--- src/rtl/aud_sram_writer.sv ---
// aud_sram_writer
//   Takes the recorder's 16-bit sample stream (data + one-cycle valid pulse),
//   buffers it in a small FIFO and writes consecutive samples into an async
//   1M x 16 SRAM starting at address 0. Every write uses the same fixed
//   sequence: one setup cycle, WE_CYCLES cycles with we_n low, one hold cycle.
// Ports:
//   i_clk, i_rst_n         clock, synchronous active-low reset
//   i_start, i_stop        one-cycle pulses that begin / end a recording
//   i_data, i_valid        sample stream from the recorder
//   o_sram_*               SRAM address, data, tristate enable and strobes
//   o_recording            high from start until the last write completes
//   o_word_count           words written since the last start
//   o_full, o_overflow     sticky status: MAX_WORDS reached / sample dropped
module aud_sram_writer #(
    parameter int ADDR_W     = 20,
    parameter int MAX_WORDS  = 1048576,
    parameter int FIFO_DEPTH = 4,
    parameter int WE_CYCLES  = 2
) (
    input  logic              i_clk,
    input  logic              i_rst_n,
    input  logic              i_start,
    input  logic              i_stop,
    input  logic [15:0]       i_data,
    input  logic              i_valid,
    output logic [ADDR_W-1:0] o_sram_addr,
    output logic [15:0]       o_sram_dq,
    output logic              o_sram_dq_oe,
    output logic              o_sram_we_n,
    output logic              o_sram_ce_n,
    output logic              o_sram_oe_n,
    output logic              o_sram_lb_n,
    output logic              o_sram_ub_n,
    output logic              o_recording,
    output logic [ADDR_W:0]   o_word_count,
    output logic              o_full,
    output logic              o_overflow
);
    localparam int PTR_W = $clog2(FIFO_DEPTH);
    localparam int PC_W  = (WE_CYCLES > 1) ? $clog2(WE_CYCLES) : 1;
    localparam logic [ADDR_W:0] MAX_CNT   = (ADDR_W+1)'(MAX_WORDS);
    localparam logic [ADDR_W:0] LAST_CNT  = (ADDR_W+1)'(MAX_WORDS - 1);
    localparam logic [PTR_W:0]  DEPTH_CNT = (PTR_W+1)'(FIFO_DEPTH);
    localparam logic [PC_W-1:0] PULSE_LAST = PC_W'(WE_CYCLES - 1);

    typedef enum logic [1:0] {S_IDLE, S_REC, S_DRAIN} ctrl_t;
    typedef enum logic [1:0] {W_IDLE, W_SETUP, W_PULSE, W_HOLD} wr_t;

    ctrl_t cstate, cnext;
    wr_t   wstate, wnext;

    logic [15:0]      mem [FIFO_DEPTH];
    logic [PTR_W-1:0] rd_ptr, wr_ptr;
    logic [PTR_W:0]   cnt;
    logic [PC_W-1:0]  pulse_cnt;
    logic [15:0]      dq;
    logic [ADDR_W:0]  word_count;
    logic             full, overflow;

    logic fifo_empty, start_acc, hold_done, last_word, flush;
    logic pop, push_req, push_ok;

    assign fifo_empty = (cnt == '0);
    assign start_acc  = (cstate == S_IDLE) && i_start;
    assign hold_done  = (wstate == W_HOLD);
    // The write that takes the count to MAX_WORDS ends the recording at once.
    assign last_word  = hold_done && (word_count == LAST_CNT);
    assign flush      = start_acc || last_word;
    assign push_req   = (cstate == S_REC) && i_valid && !last_word;
    // A full FIFO still accepts a sample when the head leaves on the same edge.
    assign push_ok    = push_req && ((cnt < DEPTH_CNT) || pop);

    always_comb begin
        wnext = wstate;
        pop   = 1'b0;
        case (wstate)
            W_IDLE: begin
                if (!fifo_empty && !full) begin
                    pop   = 1'b1;
                    wnext = W_SETUP;
                end
            end
            W_SETUP: wnext = W_PULSE;
            W_PULSE: if (pulse_cnt == PULSE_LAST) wnext = W_HOLD;
            W_HOLD: begin
                if (last_word || fifo_empty) begin
                    wnext = W_IDLE;
                end else begin
                    pop   = 1'b1;
                    wnext = W_SETUP;
                end
            end
            default: wnext = W_IDLE;
        endcase
    end

    always_comb begin
        cnext = cstate;
        case (cstate)
            S_IDLE:  if (i_start) cnext = S_REC;
            S_REC: begin
                if (last_word)   cnext = S_IDLE;
                else if (i_stop) cnext = S_DRAIN;
            end
            S_DRAIN: begin
                if (last_word || (fifo_empty && wstate == W_IDLE)) cnext = S_IDLE;
            end
            default: cnext = S_IDLE;
        endcase
    end

    // Sample storage needs no reset; occupancy lives in the pointers and count.
    always_ff @(posedge i_clk) begin
        if (push_ok) mem[wr_ptr] <= i_data;
    end

    always_ff @(posedge i_clk) begin
        if (!i_rst_n) begin
            cstate     <= S_IDLE;
            wstate     <= W_IDLE;
            rd_ptr     <= '0;
            wr_ptr     <= '0;
            cnt        <= '0;
            pulse_cnt  <= '0;
            dq         <= '0;
            word_count <= '0;
            full       <= 1'b0;
            overflow   <= 1'b0;
        end else begin
            cstate <= cnext;
            wstate <= wnext;

            if (flush) begin
                rd_ptr <= '0;
                wr_ptr <= '0;
                cnt    <= '0;
            end else begin
                if (push_ok) wr_ptr <= wr_ptr + PTR_W'(1);
                if (pop)     rd_ptr <= rd_ptr + PTR_W'(1);
                case ({push_ok, pop})
                    2'b10:   cnt <= cnt + (PTR_W+1)'(1);
                    2'b01:   cnt <= cnt - (PTR_W+1)'(1);
                    default: cnt <= cnt;
                endcase
            end

            if (pop) dq <= mem[rd_ptr];

            if (wstate == W_SETUP)      pulse_cnt <= '0;
            else if (wstate == W_PULSE) pulse_cnt <= pulse_cnt + PC_W'(1);

            if (start_acc)
                word_count <= '0;
            else if (hold_done && word_count != MAX_CNT)
                word_count <= word_count + (ADDR_W+1)'(1);

            if (start_acc)      full <= 1'b0;
            else if (last_word) full <= 1'b1;

            if (start_acc)                  overflow <= 1'b0;
            else if (push_req && !push_ok)  overflow <= 1'b1;
        end
    end

    // Strobes decode straight from the write state, so a reset edge releases
    // we_n on that same edge.
    assign o_sram_addr  = word_count[ADDR_W-1:0];
    assign o_sram_dq    = dq;
    assign o_sram_dq_oe = (wstate != W_IDLE);
    assign o_sram_we_n  = (wstate != W_PULSE);
    assign o_sram_ce_n  = (wstate == W_IDLE);
    assign o_sram_oe_n  = 1'b1;
    assign o_sram_lb_n  = (wstate == W_IDLE);
    assign o_sram_ub_n  = (wstate == W_IDLE);
    assign o_recording  = (cstate != S_IDLE);
    assign o_word_count = word_count;
    assign o_full       = full;
    assign o_overflow   = overflow;
endmodule
--- config.mk ---
export PLATFORM = sky130hd
export DESIGN_NAME = aud_sram_writer
export DESIGN_NICKNAME = d
export VERILOG_FILES = /design/src/rtl/aud_sram_writer.sv
export SDC_FILE = /design/constraint.sdc
export NUM_CORES = 1
export LEC_CHECK = 0
export CAP_MARGIN = 20
export CORE_MARGIN = 3
export CORE_UTILIZATION = 55
export DETAILED_ROUTE_END_ITERATION = 7
export GPL_TIMING_DRIVEN = 0
export MAX_ROUTING_LAYER = met4
export PLACE_DENSITY = 0.92
export SLEW_MARGIN = 20
export SYNTH_ARGS = -nofsm -noshare
export SYNTH_HDL_FRONTEND = slang
export SYNTH_SLANG_ARGS = --single-unit
--- constraint.sdc ---
create_clock -name i_clk -period 4.92 [get_ports i_clk]
set_input_delay 0.984 -clock i_clk [delete_from_list [all_inputs] [get_ports i_clk]]
set_output_delay 0.984 -clock i_clk [all_outputs]
set_load 0.01 [all_outputs]
==> metrics.md <==
| Metric | Value |
|---|---|
| Status | finished, final reports clean |
| Core area | 8460 sq um |
| Hold endpoint | o_sram_dq[12] |
| Worst path arrival time | 3.74 ns |
| Largest family of logic cells by synthesized area | simple AND/OR/NAND/NOR gates |
| CTS tree | built |
| Clock buffer depth | 2 |
| Total Power | 2.54 mW |
| Post-synthesis compound-gate area fraction | 4.48% |
| Critical path type | register to register |
| Area share of fa/ha/maj cells after synthesis | 3.19% |
| PwrDens | 389 nW/um^2 |
| RSZ-0062 raised after global routing | false |
| Mux cell area share after synthesis | 7.92% |
| CTS resizes | 0 |
| Std-Cell Rows | 33 |
| Hold-critical path depth | 2 |
| Critical Path Start Type | register |
| Logic pwr share | 9.3% |
| Register bit total from synthesis | 115 |
| Synth unique cells | 42 |
| Die area | 10200 sq um |
| Final worst slack | 1.57 ns |
| Max rail drop VDD | 0.267 mV |
| First-pass GRT wire length | 18400 um |
| CTS Buf Count | 17 |
| Reg2Reg Launch Point | wstate[1] |
| # setup viols final | 0 |
| Syn. warnings | 0 |
| Ant diodes | 0 |
| Die Y | 101 um |
| Most frequent cells in the layout | 85 x clkdlybuf4s50_1, 64 x edfxtp_1, 51 x dfxtp_1 |
| Tmin final | 3.35 ns |
| Hold Vio Cnt, Final | 0 |
| Most common cell after layout, fill and taps aside | clkdlybuf4s50_1 |
| R2R Setup Slk | 1.57 ns |
| GPL Wtd Cong | 0.924 |
| Hold_sp | o_sram_dq[12] |
| Starting density of the core | 58.4% |
| Syn Area/Cell | 12.3 sq um |
| Internal power | 1.97 mW |
| Slew margin rel. | 42.6% |
| DP HPWL | 7490 um |
| Setup tns final | 0 ns |
| Period utilization | 68.0% |
| Clock Pin Slew Worst Setup and Hold Paths | 0.06 ns |
| Setup bufs post-CTS | 0 |
| Final Skew | 0.0103 ns |
| Number of remaining DRC errors | 0 |
| R2R depth | 13 |
| CTS Sinks | 115 |
| Initial antenna violation count | 0 |
| Worst Setup SP | wstate[1] |
| Syn_nets | 436 |
| Switching portion of total power | 22.6% |
| Clock Power Share | 49.2% |
| Via/cell ratio | 5.61 |
| Layout cells sized above 1 | 15.2% |
| Crit path cell chain | inv_1, ha_1, nor2b_1, o211ai_1, a31oi_1, clkbuf_1, ha_1, inv_1, fa_1, xor2_1, nor2_1, xnor2_1, nor2_1 |
| Post-Syn Area | 4950 sq um |
| Synth Flop Type | edfxtp_1 |
| Initial DRC Count | 264 |
| Synth-to-layout area growth | 32.0% |
| Layout Cells excl Fill | 624 |
| Global route overflow | 0 |
| CP Capture Type | register |
| Simple-Gate Fraction of Synth Area | 14.3% |
| GRT Overall Usage | 24.7% |
| Number of global-route vias before repair | 3595 |
| Max frequency | 299 MHz |
| Routed Antenna Nets | 0 |
| Placed Cells | 593 |
| Switching Power | 0.574 mW |
| Slew Limit Fails | 0 |
| Slowest-stage cell, CP | a31oi_1 |
| Worst-margin pin slew | 0.861 ns |
| Final nets | 540 |
| Per-cell routed wire length | 18.3 um |
| Clock root cell | clkbuf_8 |
| R2r endpoint | cnt[2] |
| H-tree lvl count | 4 |
| Drt first pass iters | 4 |
| Die extent in x | 101 um |
| Cts-stage hold buffer count | 0 |
| Largest net degree at the start of global routing | 17 |
| Max incr delay on CP | 0.50 ns |
| Pre-CTS WS | 1.66 ns |
| Xor and xnor area share after synthesis | 4.07% |
| IO Pins | 87 |
| Via Count | 3501 |
| I/O Buffers | 85 |
| Leakage | 2.29 nW |
| Total Wirelength | 11400 um |
| Clock latency on the worst-skew pair | 0.51 ns |
| Post-synthesis sequential area ratio | 59.5% |
| Critical path required time | 5.31 ns |
| Crit Path Max Fanout | 10 |
| Post-synth ARST share | 0% |
| Max-cap violations | 0 |
| Post-synth EDFFs | 64 |
| Gate Count Post-Synth | 403 |
| Fillers | 481 |
| HP Class | register to register |
| Seq pwr share | 41.5% |
==> routing by layer <==
metal / wire, um / track usage, %
met4: 302 / 11.0
met2: 5890 / 40.8
met3: 859 / 6.16
met1: 4350 / 28.6
met5: 0 / -
==> synth_stat cells, types with 2 or more instances <==
| cell | count | area (sq um) |
|---|---|---|
| clkbuf_1 | 10 | 37.5 |
| nor3b_1 | 2 | 15.0 |
| and4_1 | 4 | 35.0 |
| xnor2_1 | 13 | 114 |
| nand4_1 | 9 | 56.3 |
| and2_1 | 3 | 18.8 |
| buf_4 | 24 | 180 |
| a31oi_1 | 2 | 12.5 |
| buf_1 | 3 | 11.3 |
| nor3_2 | 4 | 40.0 |
| inv_1 | 18 | 67.6 |
| or3_1 | 5 | 31.3 |
| edfxtp_1 | 64 | 1920 |
| a21oi_1 | 10 | 50.1 |
| and3_1 | 8 | 50.1 |
| nor2b_1 | 4 | 25.0 |
| nand2_1 | 25 | 93.8 |
| o21ai_0 | 5 | 25.0 |
| nor2_1 | 33 | 124 |
| nor3_1 | 6 | 30.0 |
| mux2i_1 | 2 | 20.0 |
| nor4_1 | 4 | 25.0 |
| o21ai_1 | 18 | 90.1 |
| mux4_2 | 16 | 360 |
| dfxtp_1 | 51 | 1020 |
| ha_1 | 11 | 138 |
| buf_2 | 2 | 10.0 |
| xor2_1 | 10 | 87.6 |
| nand3_1 | 24 | 120 |
==> power groups by stage <==
stage	clock network (mW)	registers, mW	logic (mW)
6_report	1.25	1.06	0.235
5_1_grt	1.31	1.06	0.256
4_1_cts	1.26	1.06	0.236
3_5_place_dp	0	1.07	0.228
3_3_place_gp	0	1.07	0.220
2_1_floorplan	0	1.08	0.122
==> through the flow <==
step	area (sq um)	hold slack, ns	utilization (%)
3_3_place_gp	5930	0.438	70.1
2_1_floorplan	4950	0.445	-
4_1_cts	6530	0.457	77.2
3_5_place_dp	5930	0.445	70.1
5_1_grt	6530	0.471	77.2
6_report	6530	0.452	77.2
==> worst max path at each step <==
stage                         to  slack [ns]  depth (start not counted)
after floorplan           cnt[2]        2.12                         13
after global placement    cnt[2]        1.74                         13
after detailed placement  cnt[2]        1.66                         13
after CTS                 cnt[2]        1.59                         13
after global routing      cnt[2]        1.24                         13
final                     cnt[2]        1.57                         13
==> flip-flops by register name, summed over array words and instances (netlist names) <==
| name | flops |
|---|---|
| cnt | 3 |
| cstate | 2 |
| mem | 64 |
| o_full | 1 |
| o_overflow | 1 |
| o_sram_dq | 16 |
| o_word_count | 21 |
| pulse_cnt | 1 |
| rd_ptr | 2 |
| wr_ptr | 2 |
| wstate | 2 |
==> final cells by class <==
type / instances / area [sq um] / area share, %
Tap cell: 105 / 131 / 2.01
Inverter: 19 / 71.3 / 1.09
Clock buffer: 18 / 418 / 6.40
Timing Repair Buffer: 85 / 851 / 13.0
Multi-Input combinational cell: 229 / 1680 / 25.8
Buffer: 40 / 250 / 3.83
Sequential cell: 115 / 2940 / 45.0
Clock inverter: 13 / 185 / 2.83
==> critical path: cells and delay by family, from the launching register on <==
| kind | cells | cell delay, ns |
|---|---|---|
| compound gates | 2 | 0.62 |
| xor+xnor | 2 | 0.28 |
| fa+ha+maj | 3 | 0.90 |
| buf+inv | 3 | 0.62 |
| flops | 1 | 0.35 |
| simple gates | 3 | 0.45 |
==> cells by family (layout without fill, tap and decap cells) <==
group                      count (synthesis)  after routing
AOI/OAI and AO/OA                         40             40
xor gates and xnor gates                  23             23
adders and majority gates                 12             12
buffers and inverters                     59            175
DFF                                      115            115
muxes                                     19             19
other                                      1              1
and+or+nand+nor                          134            134
No activity file was read; power rests on OpenSTA's default activity.
